**config.mk**
```make
export PLATFORM = sky130hd
export DESIGN_NAME = hash_target_check
export DESIGN_NICKNAME = d
export VERILOG_FILES = /design/src/rtl/sha_pkg.sv /design/src/rtl/hash_target_check.sv
export SDC_FILE = /design/constraint.sdc
export NUM_CORES = 1
export LEC_CHECK = 0
export CAP_MARGIN = 10
export CORE_MARGIN = 3
export CORE_UTILIZATION = 57
export DETAILED_ROUTE_END_ITERATION = 6
export GPL_TIMING_DRIVEN = 0
export HOLD_SLACK_MARGIN = 0.08
export PLACE_DENSITY_LB_ADDON = 0.15
export RECOVER_POWER = 50
export SYNTH_ARGS = -nofsm -noshare
export SYNTH_HDL_FRONTEND = slang
export SYNTH_SLANG_ARGS = --single-unit
```
**constraint.sdc**
```tcl
create_clock -name clk -period 6.8 [get_ports clk]
set_input_delay 1.02 -clock clk [delete_from_list [all_inputs] [get_ports clk]]
set_output_delay 1.02 -clock clk [all_outputs]
set_load 0.01 [all_outputs]
```
**src/rtl/sha_pkg.sv**
```systemverilog
// rtl/sha_pkg.sv - shared SHA constants, scan FSM states and summary-word layout
package sha_pkg;

  typedef enum logic [2:0] {
    S_IDLE,
    S_FETCH,
    S_SCAN,
    S_WR_SUM,
    S_WR_BEST
  } state_e;

  localparam int NUM_NONCES_DEF = 16;

  localparam int SUM_FOUND_BIT = 31;
  localparam int SUM_COUNT_LSB = 16;
  localparam int SUM_FIRST_LSB = 8;
  localparam int SUM_BEST_LSB  = 0;

  localparam logic [31:0] SHA256_H_INIT [8] = '{
    32'h6a09e667, 32'hbb67ae85, 32'h3c6ef372, 32'ha54ff53a,
    32'h510e527f, 32'h9b05688c, 32'h1f83d9ab, 32'h5be0cd19
  };

  function automatic logic [31:0] pack_summary(input logic       found,
                                               input logic [4:0] cnt,
                                               input logic [3:0] first,
                                               input logic [3:0] best);
    logic [31:0] w;
    w = '0;
    w[SUM_FOUND_BIT]        = found;
    w[SUM_COUNT_LSB +: 5]   = cnt;
    w[SUM_FIRST_LSB +: 4]   = first;
    w[SUM_BEST_LSB  +: 4]   = best;
    return w;
  endfunction

endpackage

```
**src/rtl/hash_target_check.sv**
```systemverilog
// rtl/hash_target_check.sv - scans NUM_NONCES H0 words against a target, writes summary and best hash
module hash_target_check
  import sha_pkg::*;
#(
  parameter int NUM_NONCES = NUM_NONCES_DEF
) (
  input  logic        clk,
  input  logic        reset_n,
  input  logic        start,
  input  logic [15:0] hash_in_addr,
  input  logic [15:0] result_addr,
  input  logic [31:0] target,
  output logic        done,
  output logic        mem_clk,
  output logic        mem_we,
  output logic [15:0] memory_addr,
  output logic [31:0] memory_write_data,
  input  logic [31:0] memory_read_data
);

  localparam logic [3:0] LAST_IDX = 4'(NUM_NONCES - 1);

  state_e      state_q, state_d;
  logic [15:0] base_q, base_d;
  logic [15:0] res_q, res_d;
  logic [31:0] target_q, target_d;
  logic [3:0]  idx_q, idx_d;
  logic        found_q, found_d;
  logic [4:0]  count_q, count_d;
  logic [3:0]  first_q, first_d;
  logic [31:0] best_hash_q, best_hash_d;
  logic [3:0]  best_nonce_q, best_nonce_d;

  assign mem_clk = clk;
  assign done    = (state_q == S_IDLE);

  always_comb begin
    state_d      = state_q;
    base_d       = base_q;
    res_d        = res_q;
    target_d     = target_q;
    idx_d        = idx_q;
    found_d      = found_q;
    count_d      = count_q;
    first_d      = first_q;
    best_hash_d  = best_hash_q;
    best_nonce_d = best_nonce_q;

    case (state_q)
      S_IDLE: begin
        if (start) begin
          base_d       = hash_in_addr;
          res_d        = result_addr;
          target_d     = target;
          idx_d        = '0;
          found_d      = 1'b0;
          count_d      = '0;
          first_d      = '0;
          best_hash_d  = '0;
          best_nonce_d = '0;
          state_d      = S_FETCH;
        end
      end
      S_FETCH: state_d = S_SCAN;
      S_SCAN: begin
        if (memory_read_data < target_q) begin
          count_d = count_q + 5'd1;
          found_d = 1'b1;
          if (!found_q) first_d = idx_q;
        end
        // Strict less-than keeps the lower index on ties; word 0 always seeds the minimum.
        if (idx_q == 4'd0 || memory_read_data < best_hash_q) begin
          best_hash_d  = memory_read_data;
          best_nonce_d = idx_q;
        end
        if (idx_q == LAST_IDX) state_d = S_WR_SUM;
        else                   idx_d   = idx_q + 4'd1;
      end
      S_WR_SUM:  state_d = S_WR_BEST;
      S_WR_BEST: state_d = S_IDLE;
      default:   state_d = S_IDLE;
    endcase
  end

  always_comb begin
    mem_we            = 1'b0;
    memory_addr       = '0;
    memory_write_data = '0;
    case (state_q)
      S_FETCH: memory_addr = base_q;
      S_SCAN:  memory_addr = base_q + {12'd0, idx_q} + 16'd1;
      S_WR_SUM: begin
        mem_we            = 1'b1;
        memory_addr       = res_q;
        memory_write_data = pack_summary(found_q, count_q, first_q, best_nonce_q);
      end
      S_WR_BEST: begin
        mem_we            = 1'b1;
        memory_addr       = res_q + 16'd1;
        memory_write_data = best_hash_q;
      end
      default: ;
    endcase
  end

  always_ff @(posedge clk or negedge reset_n) begin
    if (!reset_n) begin
      state_q      <= S_IDLE;
      base_q       <= '0;
      res_q        <= '0;
      target_q     <= '0;
      idx_q        <= '0;
      found_q      <= 1'b0;
      count_q      <= '0;
      first_q      <= '0;
      best_hash_q  <= '0;
      best_nonce_q <= '0;
    end else begin
      state_q      <= state_d;
      base_q       <= base_d;
      res_q        <= res_d;
      target_q     <= target_d;
      idx_q        <= idx_d;
      found_q      <= found_d;
      count_q      <= count_d;
      first_q      <= first_d;
      best_hash_q  <= best_hash_d;
      best_nonce_q <= best_nonce_d;
    end
  end

endmodule

```
### Word level (Yosys, flattened, before mapping)

Index checks and enable logic that the tools add are counted.

| storage, ports and cells | value |
|---|---|
| word-level logic and storage cells | 62 |
| latch bits | 0 |
| flip-flop bits (word level) | 117 |
| bits in writable memories | 0 |
| ROM bits | 0 |
| memories | 0 |

| cells by class | value |
|---|---|
| $lt $le $gt $ge | 2 |
| div/mod/pow operators | 0 |
| reduce and logical (&&, ||, !) cells | 11 |
| multiplexer cells | 23 |
| eq/ne operators | 11 |
| bitwise operators | 0 |
| add/sub/neg operators | 5 |
| multipliers | 0 |
| shift operators | 0 |

Operators with widths:

| cell | count |
|---|---|
| $pmux W32 S2 | 2 |
| $lt A32 B32 Y1 | 2 |
| $mux W32 | 2 |
| $pmux W16 S4 | 1 |
| $add A16 B1 Y16 const B | 2 |
| $pmux W4 S2 | 3 |
| $mux W4 | 5 |
| $add A16 B4 Y16 | 1 |
| $ne A2 B2 Y1 const B | 6 |
| $pmux W3 S4 | 1 |
| $mux W5 | 2 |
| $pmux W5 S2 | 1 |
| $reduce_and A3 Y1 | 3 |
| $eq A3 B2 Y1 const B | 2 |
| $mux W3 | 2 |
| $add A5 B1 Y5 const B | 1 |
| $add A4 B1 Y4 const B | 1 |
| $eq A4 B4 Y1 const B | 1 |
| $logic_not A4 Y1 | 1 |
| $reduce_and A2 Y1 | 2 |
| $reduce_and A4 Y1 | 1 |
| $eq A3 B1 Y1 const B | 1 |
| $eq A3 B3 Y1 const B | 1 |
| $logic_not A3 Y1 | 1 |
| 5 further kinds | 7 |

### Longest topological paths before layout

| logic depth | value |
|---|---|
| depth in word-level cells | 4 |
| gate-level depth with buffers | 11 |
| depth with buffers taken out | 10 |

==> flow_summary.json <==
{
  "track_usage_pct": 29.7,
  "worstPathArrival_ps": 4230,
  "violations": "capacitance limit, slew limit",
  "drive_gt1_share_pct": 4.94,
  "slew_headroom_pct": -44.7,
  "antenna_cells": 0,
  "dieHeight_microns": 120,
  "drv_cap": 1,
  "cts_hold_buf": 0,
  "final_util_pct": 77.5,
  "ff2ff_setup_slack_ps": 3890,
  "power_density_nw_per_um2": 424,
  "critPathKind": "clock port to output pin",
  "dp_hpwl_mm": 15.2,
  "hold_class": "flip-flop to flip-flop",
  "tightest_slew_ps": 2170,
  "status": "finished, violations left",
  "end_kind": "output pin",
  "dr_total_vias": 6842,
  "rsz0062_at_grt": "no",
  "crit_required_ps": 5780,
  "synth_fp_nets": 1037,
  "clk_latency_ps": 540,
  "portBuffers": 149,
  "ios": 150,
  "ys_types": 50,
  "rows": 41,
  "syn-cell-area_sq_um": 7400,
  "critical_path.startpoint_type": "clock port",
  "routed_wl_mm": 20.8,
  "antenna_found_initial": 0,
  "hold_viol_final": 0,
  "synthToLayoutAreaGrowth_pct": 32.7,
  "ff2ff_path_depth": 11,
  "ys_ff_latch": 117,
  "clock-skew-final_ps": 7.27,
  "multi_input_area_sq_um": 3980,
  "synth-main-ff-cell": "dfrtp_1",
  "grt_pass1_wl_mm": 33.4,
  "setup_tns_ps": 0,
  "num-nets-final": 1209,
  "place.gp.congestion": 0.908,
  "synth-edff-count": 0,
  "worstReg2RegEnd": "best_hash_q[4]$_DFFE_PN0P_",
  "rr_startpoint": "best_hash_q[23]$_DFFE_PN0P_",
  "min_path_cells": 1,
  "drt_first_iter_violations": 478,
  "die_w_microns": 120,
  "overflow": 0,
  "grt_start_max_net_pins": 81,
  "ys_async_sr_fraction_pct": 100,
  "first_pass_iters": 5,
  "cts_tree": "built",
  "dieArea_sq_um": 14400,
  "core_sq_um": 12700,
  "path_clk_slew_ps": 50,
  "start_util_pct": 58.4,
  "grt_pass1_vias": 6858,
  "ant_nets": 0,
  "setup_viol": 0,
  "routedWlPerCell_microns": 17.0,
  "drcViolationCount": 0,
  "cts_resized": 0,
  "cts_setup_buffers": 0,
  "syn-mean-instance-area_sq_um": 8.54,
  "yosysWarningCount": 0,
  "via_per_inst": 5.59,
  "synthCells": 867,
  "hold_start": "best_nonce_q[0]$_DFFE_PN0P_",
  "nFillCells": 908,
  "p_leak_uw": 0.00449,
  "hold-worst-slack_ps": 513,
  "crit_fanout": 2,
  "seq_area_sq_um": 2930,
  "p_total_uw": 4160,
  "vdd_drop_max_uv": 300,
  "slew_violations": 38,
  "yosysSeqAreaShare_pct": 39.5,
  "holdPathEnd": "best_nonce_q[0]$_DFFE_PN0P_"
}
## flip-flops by register name, summed over array words and instances (netlist names)
name          count
target_q         32
state_q           3
best_hash_q      32
first_q           4
found_q           1
res_q            16
idx_q             4
base_q           16
count_q           5
best_nonce_q      4
## metal layers
metal / wire length, microns / global-route usage [%] / vias up
met5: 0 / 0 / -
met4: 625 / 13.8 / 0
met3: 1370 / 6.31 / 51
met2: 10400 / 49.8 / 287
met1: 8450 / 36.6 / 3230
li1: - / - / 3274
## placed cells by master, fill, tap and decap left out, drive strengths merged, types with 10 or more instances in the layout
cell type        n
nand2          218
clkdlybuf4s50  147
dfrtp          117
inv             79
ha              70
o21ai           66
clkbuf          55
mux2i           44
nor2            42
a21oi           31
nand3           21
xor2            17
a21o            11
o22ai           10
and3            10
o221ai          10
## critical path, cell delays in order
cell	delay, ps
clkbuf_16	120
clkbuf_16	130
buf_4	120
clkdlybuf4s50_1	470
## per-stage QoR
step / setup WS [ps] / cell area, sq um / std cells
floorplan: 2260 / 7400 / 867
global placement: 160 / 9110 / 1188
detailed placement: 1820 / 9140 / 1189
CTS: 1540 / 9840 / 1224
global route: 1530 / 9830 / 1224
finish: 1550 / 9830 / 1224
## where the power goes
part | internal, uW | switching (uW) | leakage, uW
Sequential | 977 | 211 | 0.00150
Clock | 714 | 332 | 0.000348
Combinational | 831 | 1100 | 0.00265
Total | 2520 | 1640 | 0.00449
## how the worst max path moves through the flow
| stage | from | endpoint | slack, ps | cells past startpoint |
|---|---|---|---|---|
| global route | clk | mem_clk | 1530 | 4 |
| finish | clk | mem_clk | 1550 | 4 |
| floorplan | clk | mem_clk | 2260 | 1 |
| CTS | clk | mem_clk | 1540 | 4 |
| global placement | reset_n | base_q[11]$_DFFE_PN0P_ | 160 | 1 |
| detailed placement | clk | mem_clk | 1820 | 2 |
## cells in the mapped netlist (3+ instances only)
cell type	number	area share, %
nand2_1	218	11
dfrtp_1	117	40
inv_1	79	4.0
ha_1	70	12
o21ai_0	65	4.4
mux2i_1	44	5.9
nor2_1	41	2.1
a21oi_1	31	2.1
clkbuf_1	23	1.2
nand3_1	21	1.4
xor2_1	17	2.0
a21o_1	11	1.1
and3_1	10	0.85
o221ai_1	10	1.2
o22ai_1	10	0.85
nor2b_1	9	0.76
nor3_1	9	0.61
nand4_1	8	0.68
xnor2_1	7	0.83
a22oi_1	6	0.61
mux2_2	6	0.91
nand2b_1	5	0.42
a211oi_1	4	0.41
buf_1	4	0.20
o21a_1	4	0.41
a31o_2	3	0.35
buf_12	3	0.81
buf_2	3	0.20
o211ai_1	3	0.30
## logic make-up after synthesis
family | count (synthesis) | synth area share (%)
simple gates | 329 | 18.6
compound gates | 161 | 13.4
flops | 117 | 39.5
buf+inv | 115 | 6.64
fa+ha+maj | 71 | 12.1
mux | 50 | 6.86
xor+xnor | 24 | 2.84
## layout make-up
type,count,share of cell area [%]
multi-input combinational,635,40.5
tap,172,2.19
inverter,80,3.06
clock inverter,8,1.22
clock buffer,28,5.97
buffer,35,1.92
timing repair buffer,149,15.3
sequential,117,29.8
Note: power is estimated with default switching activity, not from simulation.
